==> src/rtl/ma_mrf_dispatcher_pkg.sv <==
// ma_pkg: shared state encoding, command record and beat-size helper for the
// MRF load dispatcher.
package ma_pkg;
  localparam int unsigned MA_NUM_MRF        = 4;
  localparam int unsigned MA_DDR4_ADDRWIDTH = 36;
  localparam int unsigned MA_MRF_ADDRWIDTH  = 6;
  localparam int unsigned MA_MRF_DATAWIDTH  = 1024;
  localparam int unsigned MA_BYTES_WIDTH    = 15;

  typedef enum logic [1:0] {IDLE, ISSUE, WAIT, DONE} ma_disp_state_e;

  // Matrix-load command as issued by ma_controller (default-width build).
  typedef struct packed {
    logic [MA_DDR4_ADDRWIDTH-1:0] src;
    logic [MA_MRF_ADDRWIDTH-1:0]  dst;
    logic [MA_BYTES_WIDTH-1:0]    bytes;
    logic [MA_NUM_MRF-1:0]        mask;
  } ma_mrf_cmd_t;

  function automatic int unsigned ma_beat_bytes(input int unsigned data_width);
    return data_width / 8;
  endfunction
endpackage

==> src/rtl/ma_mrf_dispatcher_if.sv <==
// ma_mrf_dispatcher_if: command/completion channel from ma_controller plus the
// per-channel datamover start/done bus. slave = dispatcher view.
interface ma_mrf_dispatcher_if #(
  parameter int unsigned NUM_MRF        = 4,
  parameter int unsigned DDR4_ADDRWIDTH = 36,
  parameter int unsigned MRF_ADDRWIDTH  = 6,
  parameter int unsigned BYTES_WIDTH    = 15
);
  logic                                     cmd_valid_i;
  logic                                     cmd_ready_o;
  logic [DDR4_ADDRWIDTH-1:0]                cmd_src_addr_i;
  logic [MRF_ADDRWIDTH-1:0]                 cmd_dst_bram_addr_i;
  logic [BYTES_WIDTH-1:0]                   cmd_bytes_i;
  logic [NUM_MRF-1:0]                       cmd_ch_mask_i;
  logic                                     done_o;
  logic                                     err_o;
  logic [NUM_MRF-1:0]                       err_ch_o;
  logic                                     timeout_o;
  logic                                     busy_o;
  logic [NUM_MRF-1:0]                       dm_start_o;
  logic [NUM_MRF-1:0][DDR4_ADDRWIDTH-1:0]   dm_src_axi_addr_o;
  logic [NUM_MRF-1:0][MRF_ADDRWIDTH-1:0]    dm_dst_bram_addr_o;
  logic [NUM_MRF-1:0][BYTES_WIDTH-1:0]      dm_byte_to_trans_o;
  logic [NUM_MRF-1:0]                       dm_done_i;
  logic [NUM_MRF-1:0]                       dm_err_i;

  modport slave (
    input  cmd_valid_i, cmd_src_addr_i, cmd_dst_bram_addr_i, cmd_bytes_i,
           cmd_ch_mask_i, dm_done_i, dm_err_i,
    output cmd_ready_o, done_o, err_o, err_ch_o, timeout_o, busy_o,
           dm_start_o, dm_src_axi_addr_o, dm_dst_bram_addr_o, dm_byte_to_trans_o
  );

  modport master (
    output cmd_valid_i, cmd_src_addr_i, cmd_dst_bram_addr_i, cmd_bytes_i,
           cmd_ch_mask_i, dm_done_i, dm_err_i,
    input  cmd_ready_o, done_o, err_o, err_ch_o, timeout_o, busy_o,
           dm_start_o, dm_src_axi_addr_o, dm_dst_bram_addr_o, dm_byte_to_trans_o
  );
endinterface

==> src/rtl/ma_watchdog.sv <==
// ma_watchdog: counts cycles while run_i is high, restarting from zero each
// time run_i drops; expired_o flags the TIMEOUT_CYCLES-th running cycle so the
// owner leaves its wait state exactly TIMEOUT_CYCLES cycles after entry.
module ma_watchdog #(
  parameter int unsigned TIMEOUT_CYCLES = 65535
) (
  input  logic clk,
  input  logic rst_n,
  input  logic run_i,
  output logic expired_o
);
  localparam int unsigned CW = $clog2(TIMEOUT_CYCLES + 1);

  logic [CW-1:0] cnt_q, cnt_d;

  // Next count: advance while running, clear otherwise.
  always_comb begin
    cnt_d = run_i ? cnt_q + CW'(1) : '0;
  end

  // Counter register.
  always_ff @(posedge clk or negedge rst_n) begin
    if (!rst_n) cnt_q <= '0;
    else        cnt_q <= cnt_d;
  end

  assign expired_o = run_i && (cnt_q == CW'(TIMEOUT_CYCLES - 1));
endmodule

==> src/rtl/ma_mrf_dispatcher.sv <==
// ma_mrf_dispatcher: splits one matrix-load command into equal consecutive
// DDR4 slices, one per enabled MRF channel, sequences the datamover
// start/done handshakes and returns one completion with merged error status.
// Optional build macro: MA_DISPATCH_TIMEOUT_EN adds a WAIT-state watchdog.
module ma_mrf_dispatcher
  import ma_pkg::*;
#(
  parameter int unsigned NUM_MRF        = MA_NUM_MRF,
  parameter int unsigned DDR4_ADDRWIDTH = MA_DDR4_ADDRWIDTH,
  parameter int unsigned MRF_ADDRWIDTH  = MA_MRF_ADDRWIDTH,
  parameter int unsigned MRF_DATAWIDTH  = MA_MRF_DATAWIDTH,
  parameter int unsigned BYTES_WIDTH    = MA_BYTES_WIDTH,
  parameter int unsigned TIMEOUT_CYCLES = 65535
) (
  input  logic               clk,
  input  logic               rst_n,
  input  logic               link_up_i,
  ma_mrf_dispatcher_if.slave bus
);
  localparam int unsigned BEAT_BYTES = ma_beat_bytes(MRF_DATAWIDTH);
  localparam int unsigned CH_W       = (NUM_MRF > 1) ? $clog2(NUM_MRF) : 1;

  if (NUM_MRF < 1 || NUM_MRF > 16 || TIMEOUT_CYCLES < 1 || BEAT_BYTES < 1) begin : g_param_check
    $error("ma_mrf_dispatcher: unsupported parameter set");
  end

  typedef struct packed {
    logic [MRF_ADDRWIDTH-1:0] dst;
    logic [BYTES_WIDTH-1:0]   bytes;
    logic [NUM_MRF-1:0]       mask;
  } cmd_t;

  ma_disp_state_e                         state_q, state_d;
  logic [CH_W-1:0]                        ch_idx_q, ch_idx_d;
  logic [DDR4_ADDRWIDTH-1:0]              src_acc_q, src_acc_d;
  cmd_t                                   cmd_q, cmd_d;
  logic [NUM_MRF-1:0]                     pending_q, pending_d;
  logic [NUM_MRF-1:0]                     err_ch_q, err_ch_d;
  logic                                   fmt_err_q, fmt_err_d;
  logic [NUM_MRF-1:0]                     start_q, start_d;
  logic [NUM_MRF-1:0][DDR4_ADDRWIDTH-1:0] src_q, src_d;
  logic [NUM_MRF-1:0][MRF_ADDRWIDTH-1:0]  dst_q, dst_d;
  logic [NUM_MRF-1:0][BYTES_WIDTH-1:0]    bytes_q, bytes_d;
  logic                                   accept, misaligned, timeout_flag;

  assign accept     = (state_q == IDLE) && link_up_i && bus.cmd_valid_i;
  assign misaligned = (32'(bus.cmd_bytes_i) % BEAT_BYTES) != 0;

`ifdef MA_DISPATCH_TIMEOUT_EN
  logic wd_expired;
  logic timeout_q, timeout_d;

  ma_watchdog #(.TIMEOUT_CYCLES(TIMEOUT_CYCLES)) u_watchdog (
    .clk       (clk),
    .rst_n     (rst_n),
    .run_i     (state_q == WAIT),
    .expired_o (wd_expired)
  );

  // Timeout flag register, reported with the completion.
  always_ff @(posedge clk or negedge rst_n) begin
    if (!rst_n) timeout_q <= 1'b0;
    else        timeout_q <= timeout_d;
  end

  assign timeout_flag = timeout_q;
`else
  assign timeout_flag = 1'b0;
`endif

  // Next-state, channel issue and done/error bookkeeping.
  always_comb begin
    state_d   = state_q;
    ch_idx_d  = ch_idx_q;
    src_acc_d = src_acc_q;
    cmd_d     = cmd_q;
    pending_d = pending_q;
    err_ch_d  = err_ch_q;
    fmt_err_d = fmt_err_q;
    start_d   = '0;
    src_d     = src_q;
    dst_d     = dst_q;
    bytes_d   = bytes_q;
`ifdef MA_DISPATCH_TIMEOUT_EN
    timeout_d = timeout_q;
`endif

    // Starts are registered, so a done seen while start_q is still high
    // belongs to no transfer of ours and must not clear the fresh pending bit.
    if (state_q == ISSUE || state_q == WAIT) begin
      for (int unsigned k = 0; k < NUM_MRF; k++) begin
        if (pending_q[k] && !start_q[k] && bus.dm_done_i[k]) pending_d[k] = 1'b0;
        if (pending_q[k] && bus.dm_err_i[k])                 err_ch_d[k]  = 1'b1;
      end
    end

    case (state_q)
      IDLE: begin
        if (accept) begin
          cmd_d.dst  = bus.cmd_dst_bram_addr_i;
          cmd_d.bytes = bus.cmd_bytes_i;
          cmd_d.mask = bus.cmd_ch_mask_i;
          ch_idx_d   = '0;
          src_acc_d  = bus.cmd_src_addr_i;
          if (bus.cmd_bytes_i == '0 || bus.cmd_ch_mask_i == '0) begin
            state_d = DONE;
          end else if (misaligned) begin
            state_d   = DONE;
            fmt_err_d = 1'b1;
          end else begin
            state_d = ISSUE;
          end
        end
      end
      ISSUE: begin
        for (int unsigned k = 0; k < NUM_MRF; k++) begin
          if (CH_W'(k) == ch_idx_q && cmd_q.mask[k]) begin
            start_d[k]   = 1'b1;
            src_d[k]     = src_acc_q;
            dst_d[k]     = cmd_q.dst;
            bytes_d[k]   = cmd_q.bytes;
            pending_d[k] = 1'b1;
            src_acc_d    = src_acc_q + DDR4_ADDRWIDTH'(cmd_q.bytes);
          end
        end
        if (ch_idx_q == CH_W'(NUM_MRF - 1)) state_d = WAIT;
        else                                ch_idx_d = ch_idx_q + CH_W'(1);
      end
      WAIT: begin
        if (pending_q == '0) begin
          state_d = DONE;
        end
`ifdef MA_DISPATCH_TIMEOUT_EN
        else if (wd_expired) begin
          state_d   = DONE;
          timeout_d = 1'b1;
          err_ch_d  = err_ch_d | pending_d;
        end
`endif
      end
      DONE: begin
        state_d   = IDLE;
        pending_d = '0;
        err_ch_d  = '0;
        fmt_err_d = 1'b0;
`ifdef MA_DISPATCH_TIMEOUT_EN
        timeout_d = 1'b0;
`endif
      end
      default: state_d = IDLE;
    endcase
  end

  // State and per-channel output registers.
  always_ff @(posedge clk or negedge rst_n) begin
    if (!rst_n) begin
      state_q   <= IDLE;
      ch_idx_q  <= '0;
      src_acc_q <= '0;
      cmd_q     <= '0;
      pending_q <= '0;
      err_ch_q  <= '0;
      fmt_err_q <= 1'b0;
      start_q   <= '0;
      src_q     <= '0;
      dst_q     <= '0;
      bytes_q   <= '0;
    end else begin
      state_q   <= state_d;
      ch_idx_q  <= ch_idx_d;
      src_acc_q <= src_acc_d;
      cmd_q     <= cmd_d;
      pending_q <= pending_d;
      err_ch_q  <= err_ch_d;
      fmt_err_q <= fmt_err_d;
      start_q   <= start_d;
      src_q     <= src_d;
      dst_q     <= dst_d;
      bytes_q   <= bytes_d;
    end
  end

  assign bus.cmd_ready_o        = (state_q == IDLE) && link_up_i;
  assign bus.busy_o             = (state_q != IDLE);
  assign bus.done_o             = (state_q == DONE);
  assign bus.err_o              = (state_q == DONE) && ((|err_ch_q) || fmt_err_q || timeout_flag);
  assign bus.err_ch_o           = (state_q == DONE) ? err_ch_q : '0;
  assign bus.timeout_o          = (state_q == DONE) && timeout_flag;
  assign bus.dm_start_o         = start_q;
  assign bus.dm_src_axi_addr_o  = src_q;
  assign bus.dm_dst_bram_addr_o = dst_q;
  assign bus.dm_byte_to_trans_o = bytes_q;
endmodule

==> src/flat_wrapper.sv <==
// flat-port wrapper written by rule: the top's interface ports become plain ports
module ma_mrf_dispatcher_flat import ma_pkg::*;
#(
  parameter int unsigned NUM_MRF        = MA_NUM_MRF,
  parameter int unsigned DDR4_ADDRWIDTH = MA_DDR4_ADDRWIDTH,
  parameter int unsigned MRF_ADDRWIDTH  = MA_MRF_ADDRWIDTH,
  parameter int unsigned MRF_DATAWIDTH  = MA_MRF_DATAWIDTH,
  parameter int unsigned BYTES_WIDTH    = MA_BYTES_WIDTH,
  parameter int unsigned TIMEOUT_CYCLES = 65535
)
  (clk, rst_n, link_up_i, bus_cmd_valid_i, bus_cmd_src_addr_i, bus_cmd_dst_bram_addr_i, bus_cmd_bytes_i, bus_cmd_ch_mask_i, bus_dm_done_i, bus_dm_err_i, bus_cmd_ready_o, bus_done_o, bus_err_o, bus_err_ch_o, bus_timeout_o, bus_busy_o, bus_dm_start_o, bus_dm_src_axi_addr_o, bus_dm_dst_bram_addr_o, bus_dm_byte_to_trans_o);
  ma_mrf_dispatcher_if #(.NUM_MRF(NUM_MRF), .DDR4_ADDRWIDTH(DDR4_ADDRWIDTH), .MRF_ADDRWIDTH(MRF_ADDRWIDTH), .BYTES_WIDTH(BYTES_WIDTH)) bus_i ();
  input  logic clk;
  input  logic rst_n;
  input  logic link_up_i;
  input wire logic [$bits(bus_i.cmd_valid_i)-1:0] bus_cmd_valid_i;
  input wire logic [$bits(bus_i.cmd_src_addr_i)-1:0] bus_cmd_src_addr_i;
  input wire logic [$bits(bus_i.cmd_dst_bram_addr_i)-1:0] bus_cmd_dst_bram_addr_i;
  input wire logic [$bits(bus_i.cmd_bytes_i)-1:0] bus_cmd_bytes_i;
  input wire logic [$bits(bus_i.cmd_ch_mask_i)-1:0] bus_cmd_ch_mask_i;
  input wire logic [$bits(bus_i.dm_done_i)-1:0] bus_dm_done_i;
  input wire logic [$bits(bus_i.dm_err_i)-1:0] bus_dm_err_i;
  output wire logic [$bits(bus_i.cmd_ready_o)-1:0] bus_cmd_ready_o;
  output wire logic [$bits(bus_i.done_o)-1:0] bus_done_o;
  output wire logic [$bits(bus_i.err_o)-1:0] bus_err_o;
  output wire logic [$bits(bus_i.err_ch_o)-1:0] bus_err_ch_o;
  output wire logic [$bits(bus_i.timeout_o)-1:0] bus_timeout_o;
  output wire logic [$bits(bus_i.busy_o)-1:0] bus_busy_o;
  output wire logic [$bits(bus_i.dm_start_o)-1:0] bus_dm_start_o;
  output wire logic [$bits(bus_i.dm_src_axi_addr_o)-1:0] bus_dm_src_axi_addr_o;
  output wire logic [$bits(bus_i.dm_dst_bram_addr_o)-1:0] bus_dm_dst_bram_addr_o;
  output wire logic [$bits(bus_i.dm_byte_to_trans_o)-1:0] bus_dm_byte_to_trans_o;
  assign bus_i.cmd_valid_i = bus_cmd_valid_i;
  assign bus_i.cmd_src_addr_i = bus_cmd_src_addr_i;
  assign bus_i.cmd_dst_bram_addr_i = bus_cmd_dst_bram_addr_i;
  assign bus_i.cmd_bytes_i = bus_cmd_bytes_i;
  assign bus_i.cmd_ch_mask_i = bus_cmd_ch_mask_i;
  assign bus_i.dm_done_i = bus_dm_done_i;
  assign bus_i.dm_err_i = bus_dm_err_i;
  assign bus_cmd_ready_o = bus_i.cmd_ready_o;
  assign bus_done_o = bus_i.done_o;
  assign bus_err_o = bus_i.err_o;
  assign bus_err_ch_o = bus_i.err_ch_o;
  assign bus_timeout_o = bus_i.timeout_o;
  assign bus_busy_o = bus_i.busy_o;
  assign bus_dm_start_o = bus_i.dm_start_o;
  assign bus_dm_src_axi_addr_o = bus_i.dm_src_axi_addr_o;
  assign bus_dm_dst_bram_addr_o = bus_i.dm_dst_bram_addr_o;
  assign bus_dm_byte_to_trans_o = bus_i.dm_byte_to_trans_o;
  ma_mrf_dispatcher #(.NUM_MRF(NUM_MRF), .DDR4_ADDRWIDTH(DDR4_ADDRWIDTH), .MRF_ADDRWIDTH(MRF_ADDRWIDTH), .MRF_DATAWIDTH(MRF_DATAWIDTH), .BYTES_WIDTH(BYTES_WIDTH), .TIMEOUT_CYCLES(TIMEOUT_CYCLES)) u_core (.clk(clk), .rst_n(rst_n), .link_up_i(link_up_i), .bus(bus_i));
endmodule
==> config.mk <==
export PLATFORM = sky130hd
export DESIGN_NAME = ma_mrf_dispatcher_flat
export DESIGN_NICKNAME = d
export VERILOG_FILES = /design/src/rtl/ma_mrf_dispatcher_pkg.sv /design/src/rtl/ma_mrf_dispatcher_if.sv /design/src/rtl/ma_watchdog.sv /design/src/rtl/ma_mrf_dispatcher.sv /design/src/flat_wrapper.sv
export SDC_FILE = /design/constraint.sdc
export NUM_CORES = 1
export LEC_CHECK = 0
export CORE_MARGIN = 4
export CORE_UTILIZATION = 50
export CTS_CLUSTER_DIAMETER = 30
export DETAILED_ROUTE_END_ITERATION = 7
export PLACE_DENSITY = 0.8
export SLEW_MARGIN = 30
export SYNTH_ARGS = -nofsm -noshare
export SYNTH_HDL_FRONTEND = slang
export SYNTH_SLANG_ARGS = --single-unit
==> constraint.sdc <==
create_clock -name clk -period 2.9 [get_ports clk]
set_input_delay 0.87 -clock clk [delete_from_list [all_inputs] [get_ports clk]]
set_output_delay 0.87 -clock clk [all_outputs]
set_load 0.05 [all_outputs]
==> parameters.txt, run 1 <==
Parameter                              Value

Floorplan
  Effective utilization at floorplan ... 51.4%
  Standard-cell rows ... 58
  I/O pin cnt ... 314
  Horizontal die dimension ... 170 um
  Die area ... 28800 um2
  Placeable core region ... about 25000 um2
  Die outline height ... 170 um

Clock network
  Clock root buffer ... clkbuf_16
  Cts bufs inserted ... 57
  Clock Pin Slew Worst Setup and Hold Paths ... 50 ps
  Clk sink count ... 306
  CTS Hold Buffers Added ... 0
  TritonCTS clock tree ... built
  Worst-skew pair later-pin latency ... 560 ps
  Max clock buf depth ... 3
  Level count of the clock H-tree ... 2

Worst setup path
  Category of the worst setup path launch point ... flop
  Start point of the critical path ... u_core.err_ch_q[2]
  Cell Chain, Critical Path ... or4_1 -> o21a_1 -> clkbuf_2
  Critical Path Slowest Stage Cell ... or4_1
  Crit-path max FO ... 3
  Setup crit end kind ... output port
  Worst Setup Path Type ... reg2out
  CP Data Arrival Time ... 1860 ps
  Startpoint of the lowest-slack register-to-register path ... u_core.cmd_q[4]
  Largest incremental delay on the critical path ... 530 ps
  Worst path required time ... about 2000 ps

Timing
  Maximum clock frequency ... 366 MHz
  Number of failing hold endpoints at the final stage ... 0
  Slack of the critical path ... 170 ps
  Final critical-path share of the clock period ... 94.1%
  Final total negative setup slack ... 0 ps
  Minimum clock period ... 2730 ps
  Number of setup violations in the final report ... 0
  Setup repair after global routing missed its margin ... no
  Clock tree skew after final layout ... 24.2 ps
  Pin slew with the least headroom to its limit ... roughly 580 ps
  Max_slew headroom ... 61.5%
  Fin. max-slew vios ... 0

Drt
  Starting DRT DRC Count ... 652
  Remaining number of nets flagged by the antenna check after routing ... 0
  Via density per instance ... 5.63
  Final wirelength ... 38300 um
  Total vias in the final route ... 9761
  Residual DRC ... 0
  Routed length per instance ... approximately 22 um
  Number of detailed-route iterations in the first pass ... 5

Yosys
  Count of distinct cell types in the synthesized netlist ... 58
  Synth Instances ... 1012
  Most used flip-flop cell after synthesis ... dfrtp_1
  Post-Syn Nets ... 1110
  Sequential share of the synthesized area ... 58.5%
  Dominant cell by count in the synthesized netlist ... dfrtp_1
  Post-synthesis cell type with the largest combined area ... dfrtp_1
  Dominant cells by area after synthesis ... dfrtp_1 59%, mux2_2 20%, ha_1 2.3%
  Number of synthesized register bits ... between 300 and 400
  Async SR Flop Fraction ... 100%
  Leading cell types by count after synthesis ... 306 x dfrtp_1, 233 x mux2_2, 78 x nand2_1, 51 x o21ai_0, 44 x clkbuf_1
  Number of enable flip-flop cells after synthesis ... 0
  Yosys Warn Count ... 0
  Synthesized cell area ... 13100 um2
  Syn Area/Cell ... 12.9 um2
  Area fraction of the dominant cell type after synthesis ... 58.5%

Place
  DP Worst Slack ... 119 ps
  Total instance count after detailed placement ... between 1500 and 2000
  Last weighted congestion value of the routability-driven placer ... 0.885
  # port buffers ... 312
  Half-perimeter wire length after placement ... 26200 um

Cells and area
  Post-layout instance count excluding filler cells ... 1734
  Area growth from synthesis to final layout ... 43.9%
  Final layout net count ... 1453
  Fraction of final layout cells with drive strength greater than 1 ... 28.2%
  Antenna diode count ... 0

Global route
  Via count of the first global-routing pass ... 10500
  Global-route wire length before repair ... 60400 um
  Largest net degree at the start of global routing ... 75
  Global router's overall resource usage ... 26.6%
  Total congestion overflow ... 0
  Number of antenna violations at the first check in global routing ... 0

Run
  Number of maximum-capacitance constraint violations ... 0

Min path
  Worst hold-check path type ... in2async

Run status
  Status ... finished, final reports clean
## stage by stage
stage | hold WS (ps) | util [%] | cell area (um2)
after global routing | 232 | 73.9 | 18800
after CTS | 217 | 73.9 | 18800
final | 217 | 73.9 | 18800
after detailed placement | 469 | 65.7 | 16700
after floorplan | 468 | - | 13100
after global placement | 461 | 65.7 | 16700
## layer usage
layer	routed length (um)	global-route usage (%)	share of wire [%]	vias to the layer above
met3	3430	8.29	9.0	64
met4	807	6.93	2.1	0
met2	18400	43.8	48	382
li1	-	-	-	4328
met1	15700	34.4	41	4987
met5	0	0	0	-
## sequential cells by signal, indices dropped and copies added (netlist names)
name and cells:
u_core.state_q 2, u_core.bus.dm_src_axi_addr_o 144, u_core.bus.dm_byte_to_trans_o 60, u_core.pending_q 4, u_core.fmt_err_q 1, u_core.src_acc_q 36, u_core.bus.dm_dst_bram_addr_o 24, u_core.cmd_q 25
u_core.err_ch_q 4, u_core.bus.dm_start_o 4, u_core.ch_idx_q 2
## worst max-delay path: cells and delay by family, from the launching register on
family	cells	cell delay [ps]
flip-flops	1	380
buffers and inverters	1	230
AO/OA/AOI/OAI	1	180
AND/OR/NAND/NOR	1	530
## layout make-up
class	count	area [um2]
Inverter	17	67.6
Fill cell	1634	6650
Timing Repair Buffer	343	3440
Tap cell	330	413
Clock buffer	73	1620
Sequential cell	306	7660
Multi-Input combinational cell	630	5160
Clock inverter	35	462
## layout by cell type (no fill, tap or decap), drive strengths merged, types with 2 or more instances in the layout
cell,count
bufinv,10
clkdlybuf4s50,303
o211ai,9
o21ai,52
nand3b,3
xor2,3
nor2,31
a22o,3
a22oi,10
nor2b,5
xnor2,8
dfrtp,306
ha,24
or4,4
a31oi,8
o21a,4
a211o,2
and3,4
a21o,6
o31ai,3
nor3,9
a211oi,6
nand2,78
clkinv,16
buf,35
and2,8
and4,2
mux2i,21
clkbuf,77
a21oi,34
mux2,233
nor4,5
clkinvlp,8
nand3,27
nand4,7
o22ai,7
inv,18
## final timing paths
kind                                                endpoint  slack, ps  depth (start not counted)
setup / recovery                                   bus_err_o        170                          3
hold / removal               u_core.bus.dm_src_axi_addr_o[5]        220                          1
setup reg to reg                        u_core.src_acc_q[30]        180                         11
hold reg to reg            u_core.bus.dm_byte_to_trans_o[16]        480                          2
max in group asynchronous  u_core.bus.dm_byte_to_trans_o[41]       1870                          2
min in group clk           u_core.bus.dm_byte_to_trans_o[16]        480                          2
## what timing repair did
action,4_1_cts,5_1_grt
endpoints found under the setup margin,5,9
setup buffers,0,2
gates resized for setup,5,10
pin swaps,0,1
## cells by family (layout without fill, tap and decap cells)
family | after synthesis | after routing | synth area share (%)
DFF | 306 | 306 | 58.5
muxes | 254 | 254 | 21.7
and+or+nand+nor | 188 | 188 | 6.79
AOI/OAI and AO/OA | 151 | 151 | 7.36
buffers and inverters | 76 | 468 | 2.43
adders and majority gates | 25 | 25 | 2.45
xor gates and xnor gates | 11 | 11 | 0.737
other | 1 | 1 | 0.0287
Power of run 1 is left out: the tool's default activity adds up to more than one toggle a clock period on the data nets, which glitch-free logic cannot reach.
==> run 2, diff against run 1 <==
--- a/config.mk
+++ b/config.mk
@@ -6,10 +6,10 @@
 export NUM_CORES = 1
 export LEC_CHECK = 0
 export CORE_MARGIN = 4
-export CORE_UTILIZATION = 50
+export CORE_UTILIZATION = 52
 export CTS_CLUSTER_DIAMETER = 30
 export DETAILED_ROUTE_END_ITERATION = 7
-export PLACE_DENSITY = 0.8
+export PLACE_DENSITY = 0.83
 export SLEW_MARGIN = 30
 export SYNTH_ARGS = -nofsm -noshare
 export SYNTH_HDL_FRONTEND = slang
==> constraint.sdc (replaced) <==
create_clock -name clk -period 3.2 [get_ports clk]
set_input_delay 0.96 -clock clk [delete_from_list [all_inputs] [get_ports clk]]
set_output_delay 0.96 -clock clk [all_outputs]
set_load 0.05 [all_outputs]
==> run 2 against run 1 <==
Critical path depth is the same. Clock skew shrank 1.4 ps. Final area shrank 0.27%.
==> parameters.txt, run 2 (same netlist as run 1, synthesis figures left out) <==
Parameter                              Value

Run status
  Status ... finished, final reports clean

Clock network
  Clk sink count ... 306 (unchanged)
  Clock root buffer ... clkbuf_16
  Cts bufs inserted ... 56 (-1.8%)
  TritonCTS clock tree ... built
  Level count of the clock H-tree ... 2 (unchanged)
  CTS Hold Buffers Added ... 0 (unchanged)
  Clock Pin Slew Worst Setup and Hold Paths ... 60 ps (about the same)
  Post-CTS Repair Setup Buffers ... 0 (unchanged)
  Max clock buf depth ... 3 (unchanged)
  Worst-skew pair later-pin latency ... 560 ps (about the same)

Global route
  Total congestion overflow ... 0 (unchanged)
  Global-route wire length before repair ... 61100 um (+1.1%)
  Largest net degree at the start of global routing ... 81 (+8.0%)
  Global router's overall resource usage ... 27.7% (+1.1 points)
  Number of antenna violations at the first check in global routing ... 2 (+2)
  Via count of the first global-routing pass ... 10600 (+1.2%)

Cells and area
  Final layout net count ... 1442 (-0.76%)
  Largest register FFs ... 144 (unchanged)
  Area growth from synthesis to final layout ... 43.5%
  Fill cell count ... 1546 (-5.4%)
  Fraction of final layout cells with drive strength greater than 1 ... 27.0% (-1.2 points)
  Most frequent cells in the layout ... 306 x dfrtp_1, 303 x clkdlybuf4s50_1, 233 x mux2_2
  Most frequent standard cell in the layout excluding fill and tap cells ... dfrtp_1

Floorplan
  Horizontal die dimension ... 167 um (-1.8%)
  Effective utilization at floorplan ... 53.3% (+2.0 points)
  Placeable core region ... 24500 um2 (-3.7%)
  Standard-cell rows ... 57 (-1.7%)
  Die outline height ... 167 um (-1.8%)
  I/O pin cnt ... 314 (unchanged)
  Die area ... 27800 um2 (-3.7%)

Worst setup path
  Crit-path max FO ... 9 (+6)
  CP Data Arrival Time ... 2060 ps (+200 ps)
  Cell Chain, Critical Path ... ha_1 -> and2_1 -> dlygate4sd2_1
  Worst path required time ... 2240 ps (+210 ps)
  Category of the worst setup path launch point ... flop
  Top cell family by delay on the critical path ... buffers and inverters
  Largest incremental delay on the critical path ... 540 ps (about the same)
  Worst Setup Path Type ... reg2out
  Crit path buffers/inverters ... 1 (unchanged)
  Setup crit end kind ... output port
  Register-to-register path setup slack ... 180 ps (about the same)
  Critical Path Slowest Stage Cell ... dlygate4sd2_1

Min path
  Worst hold-check path type ... in2async

Timing
  Clock tree skew after final layout ... 22.8 ps (-1.45 ps)
  Maximum clock frequency ... ~330 MHz
  Fin. max-slew vios ... 0 (unchanged)
  Pin slew with the least headroom to its limit ... 814 ps (+239 ps)
  Number of setup violations in the final report ... 0 (unchanged)
  Number of failing hold endpoints at the final stage ... 0 (unchanged)
  Final critical-path share of the clock period ... 94.3%
  Max_slew headroom ... 45.7% (-16 points)
  Minimum clock period ... 3020 ps
  Setup repair after global routing missed its margin ... no
  Final total negative setup slack ... 0 ps (unchanged)

Drt
  Number of detailed-route iterations in the first pass ... 5 (unchanged)
  Residual DRC ... 0 (unchanged)
  Starting DRT DRC Count ... 503 (-23%)
  Total vias in the final route ... 9770 (+0.092%)
  Routed length per instance ... 22.6 um (+2.3%)
  Final wirelength ... 38800 um (+1.3%)
  Remaining number of nets flagged by the antenna check after routing ... 0 (unchanged)
  Via density per instance ... 5.69 (+1.1%)

Place
  Last weighted congestion value of the routability-driven placer ... 0.882 (-0.35%)
  # port buffers ... 312 (unchanged)
  Half-perimeter wire length after placement ... 26000 um (-0.52%)

Run
  Number of maximum-capacitance constraint violations ... 0 (unchanged)
run 2: cell types whose count changed in the layout (fill, tap and decap cells not counted), sizes merged, moves of 3 or more:
cell         previous run  this run
clkbuf                 77        65
dlygate4sd2             1         5
buf                    35        24
clkinvlp                8         5
clkinv                 16        13
inv                    18        27
run 2: path summary, 6_finish.rpt:
path                                                       start                                 to  cells after the start
worst max-delay path                           u_core.state_q[0]                    bus_err_ch_o[2]                      3
worst min-delay path                                       rst_n  u_core.bus.dm_src_axi_addr_o[115]                      1
worst max register to register                   u_core.cmd_q[4]               u_core.src_acc_q[24]                     10
worst min register to register  u_core.bus.dm_src_axi_addr_o[37]   u_core.bus.dm_src_axi_addr_o[37]                      2
max in group asynchronous                                  rst_n               u_core.src_acc_q[20]                      2
min in group clk                u_core.bus.dm_src_axi_addr_o[37]   u_core.bus.dm_src_axi_addr_o[37]                      2
run 2: per-stage QoR:
step                setup slack (ps)  cell area, um2  hold WS (ps)  utilization, %  instances
finish                           183           18800           410            76.5       1717
floorplan                        611           13100           468               -       1012
global placement                 335           16700           461            68.0       1610
global route                    31.0           18800           448            76.5       1717
CTS                             77.6           18800           426            76.5       1715
detailed placement               209           16700           469            68.0       1610
run 2: cell type report:
cell class	count	area, um2	area share (%)
clock buffer	65	1490	7.93
clock inverter	40	587	3.13
timing repair buffer	333	3400	18.1
tap	324	405	2.16
inverter	17	63.8	0.340
sequential	306	7660	40.8
multi-input combinational	630	5160	27.5
antenna	2	5.00	0.0267
run 2: what timing repair did:
| action | 4_1_cts | 5_1_grt |
|---|---|---|
| pin swaps | 0 | 1 |
| setup endpoints to repair | 5 | 2 |
| gates resized for setup | 5 | 2 |
run 2: routing by layer:
| layer | wire (um) | vias to the layer above | global-route usage, % | part of all wire [%] |
|---|---|---|---|---|
| li1 | - | 4297 | - | - |
| met1 | 15300 | 4947 | 34.2 | 39 |
| met2 | 18700 | 445 | 45.7 | 48 |
| met3 | 3730 | 81 | 10.0 | 9.6 |
| met4 | 1060 | 0 | 9.04 | 2.7 |
| met5 | 0 | - | 0 | 0 |
Power of run 2 is left out for the same reason.
==> run 3, diff against run 2 <==
--- a/config.mk
+++ b/config.mk
@@ -6,10 +6,10 @@
 export NUM_CORES = 1
 export LEC_CHECK = 0
 export CORE_MARGIN = 4
-export CORE_UTILIZATION = 52
+export CORE_UTILIZATION = 45
 export CTS_CLUSTER_DIAMETER = 30
 export DETAILED_ROUTE_END_ITERATION = 7
-export PLACE_DENSITY = 0.83
+export PLACE_DENSITY = 0.76
 export SLEW_MARGIN = 30
 export SYNTH_ARGS = -nofsm -noshare
 export SYNTH_HDL_FRONTEND = slang
==> constraint.sdc (replaced) <==
create_clock -name clk -period 2.7 [get_ports clk]
set_input_delay 0.81 -clock clk [delete_from_list [all_inputs] [get_ports clk]]
set_output_delay 0.81 -clock clk [all_outputs]
set_load 0.05 [all_outputs]
==> run 3 against run 2 <==
Worst setup slack lost 120 ps. Utilization down 8.7 points. Highest routed layer is now met5. Sequential cell count is the same. Global-route usage fell by 3.2 points. Routed wire length rose by 0.31%. Die area is 15% higher. Hold slack got worse by 200 ps. Final area increased by 3.7%. First-iteration DRC count decreased by 1.8%.
==> parameters.txt, run 3 (same netlist as run 1, synthesis figures left out) <==
Parameter                              Value

Clock network
  Clock Pin Slew Worst Setup and Hold Paths ... 50 ps (about the same)
  CTS Hold Buffers Added ... 0 (unchanged)
  TritonCTS clock tree ... built
  Clock root buffer ... clkbuf_16
  Cts bufs inserted ... 68 (+21%)
  Max clock buf depth ... 3 (unchanged)
  Worst-skew pair later-pin latency ... 550 ps (about the same)
  Clk sink count ... 306 (unchanged)
  Level count of the clock H-tree ... 3 (+1)

Timing
  Slack of the critical path ... 63.6 ps (-119 ps)
  Fin. max-slew vios ... 0 (unchanged)
  Maximum clock frequency ... 379 MHz
  Number of setup violations in the final report ... 0 (unchanged)
  Minimum clock period ... 2640 ps
  Final critical-path share of the clock period ... 97.6%
  Number of failing hold endpoints at the final stage ... 0 (unchanged)
  Clock tree skew after final layout ... 22.8 ps (-0.00560 ps)
  Worst hold slack ... 207 ps (-203 ps)
  Pin slew with the least headroom to its limit ... 627 ps (-187 ps)
  Max_slew headroom ... 58.1% (+12 points)
  Setup repair after global routing missed its margin ... yes
  Final total negative setup slack ... 0 ps (unchanged)

Floorplan
  Die outline height ... 178 um (+7.1%)
  Effective utilization at floorplan ... 45.6% (-7.7 points)
  I/O pin cnt ... 314 (unchanged)
  Die area ... 31900 um2 (+15%)
  Placeable core region ... 28700 um2 (+17%)
  Horizontal die dimension ... 178 um (+7.1%)
  Standard-cell rows ... 62 (+8.8%)

Global route
  Largest net degree at the start of global routing ... 66 (-19%)
  Global router's overall resource usage ... 24.5% (-3.2 points)
  Via count of the first global-routing pass ... 10400 (-1.8%)
  Total congestion overflow ... 0 (unchanged)
  Global-route wire length before repair ... 60100 um (-1.6%)
  Number of antenna violations at the first check in global routing ... 1 (-1)

Place
  Last weighted congestion value of the routability-driven placer ... 0.892 (+1.2%)
  Placed inst area ... 17000 um2 (+1.8%)
  # port buffers ... 312 (unchanged)
  Total instance count after detailed placement ... 1699 (+5.5%)
  DP Worst Slack ... 14.4 ps (-195 ps)
  Half-perimeter wire length after placement ... 26700 um (+2.7%)

Cells and area
  Final layout net count ... 1486 (+3.1%)
  Finished Cell Area ... 19500 um2 (+3.7%)
  Fill cell count ... 2034 (+32%)
  Area growth from synthesis to final layout ... 48.8%
  Fraction of final layout cells with drive strength greater than 1 ... 30.1% (+3.1 points)
  Antenna diode count ... 0 (-2)
  Most frequent cells in the layout ... 306 x dfrtp_1, 303 x clkdlybuf4s50_1, 233 x mux2_2
  Post-layout instance count excluding filler cells ... 1822 (+6.1%)
  Most frequent standard cell in the layout excluding fill and tap cells ... dfrtp_1
  End-of-flow core utilization ... 67.8% (-8.7 points)
  Largest register FFs ... 144 (unchanged)

Worst setup path
  Worst Setup Path Type ... reg2out
  Category of the worst setup path launch point ... flop
  CP Data Arrival Time ... 1830 ps (-230 ps)
  Crit-path max FO ... 3 (-6)
  Worst path required time ... 1890 ps (-350 ps)
  Setup crit end kind ... output port

Power
  Leakage power ... 8.83 nW
  Worst vdd rail ir drop ... 0.995 mV
  Power, Total ... approximately 31 mW
  Power density normalized to cell area ... 1590 nW/um2

Drt
  Number of detailed-route iterations in the first pass ... 6 (+1)
  Residual DRC ... 0 (unchanged)
  Routed length per instance ... 21.4 um (-5.5%)
  Remaining number of nets flagged by the antenna check after routing ... 0 (unchanged)
  Starting DRT DRC Count ... 494 (-1.8%)
  Total vias in the final route ... 9790 (+0.20%)
  Via density per instance ... 5.37 (-5.6%)
  Final wirelength ... 39000 um (+0.31%)

Min path
  Worst hold-check path type ... in2async

Run status
  Status ... finished, final reports clean

Run
  Number of maximum-capacitance constraint violations ... 0 (unchanged)
-- run 3: repair_timing --
action	in CTS	in global routing
buffers inserted	0	3
endpoints found under the setup margin	0	14
gates resized for setup	0	7
hold endpoints to repair	0	0
-- run 3: metal layers --
layer,global-route usage (%),up-vias,part of all wire [%]
met3,10.1,55,10
met2,38.9,418,47
met1,30.6,4924,40
met5,0,-,0.028
met4,7.90,2,2.0
li1,-,4391,-
-- run 3: critical path: stages, from the launching register on --
cell and delay, ps:
dfrtp_1 380, or4_1 530, o21a_1 190, buf_4 180
-- run 3: layout make-up --
cell class	count	area [um2]	area share, %
timing repair buffer	365	3660	18.8
tap	384	480	2.47
inverter	17	63.8	0.328
clock buffer	85	1900	9.75
multi-input combinational	630	5180	26.6
sequential	306	7660	39.3
clock inverter	35	527	2.71
-- run 3: final timing paths --
check | startpoint | end | slack [ps] | cells after the start
min in group clk | u_core.bus.dm_src_axi_addr_o[109] | u_core.bus.dm_src_axi_addr_o[109] | 480 | 2
max in group asynchronous | rst_n | u_core.bus.dm_src_axi_addr_o[88] | 1730 | 2
hold / removal | rst_n | u_core.bus.dm_dst_bram_addr_o[9] | 210 | 1
setup / recovery | u_core.err_ch_q[2] | bus_err_o | 60 | 3
hold reg to reg | u_core.bus.dm_src_axi_addr_o[109] | u_core.bus.dm_src_axi_addr_o[109] | 480 | 2
setup reg to reg | u_core.cmd_q[11] | u_core.src_acc_q[30] | 70 | 8
-- run 3: power breakdown --
group,switching [mW],total [mW],leakage (nW),internal (mW)
combinational,8.83,14.1,3.70,5.26
clock,2.61,8.65,1.18,6.03
sequential,1.65,8.20,3.95,6.54
No activity file was read; power rests on OpenSTA's default activity.
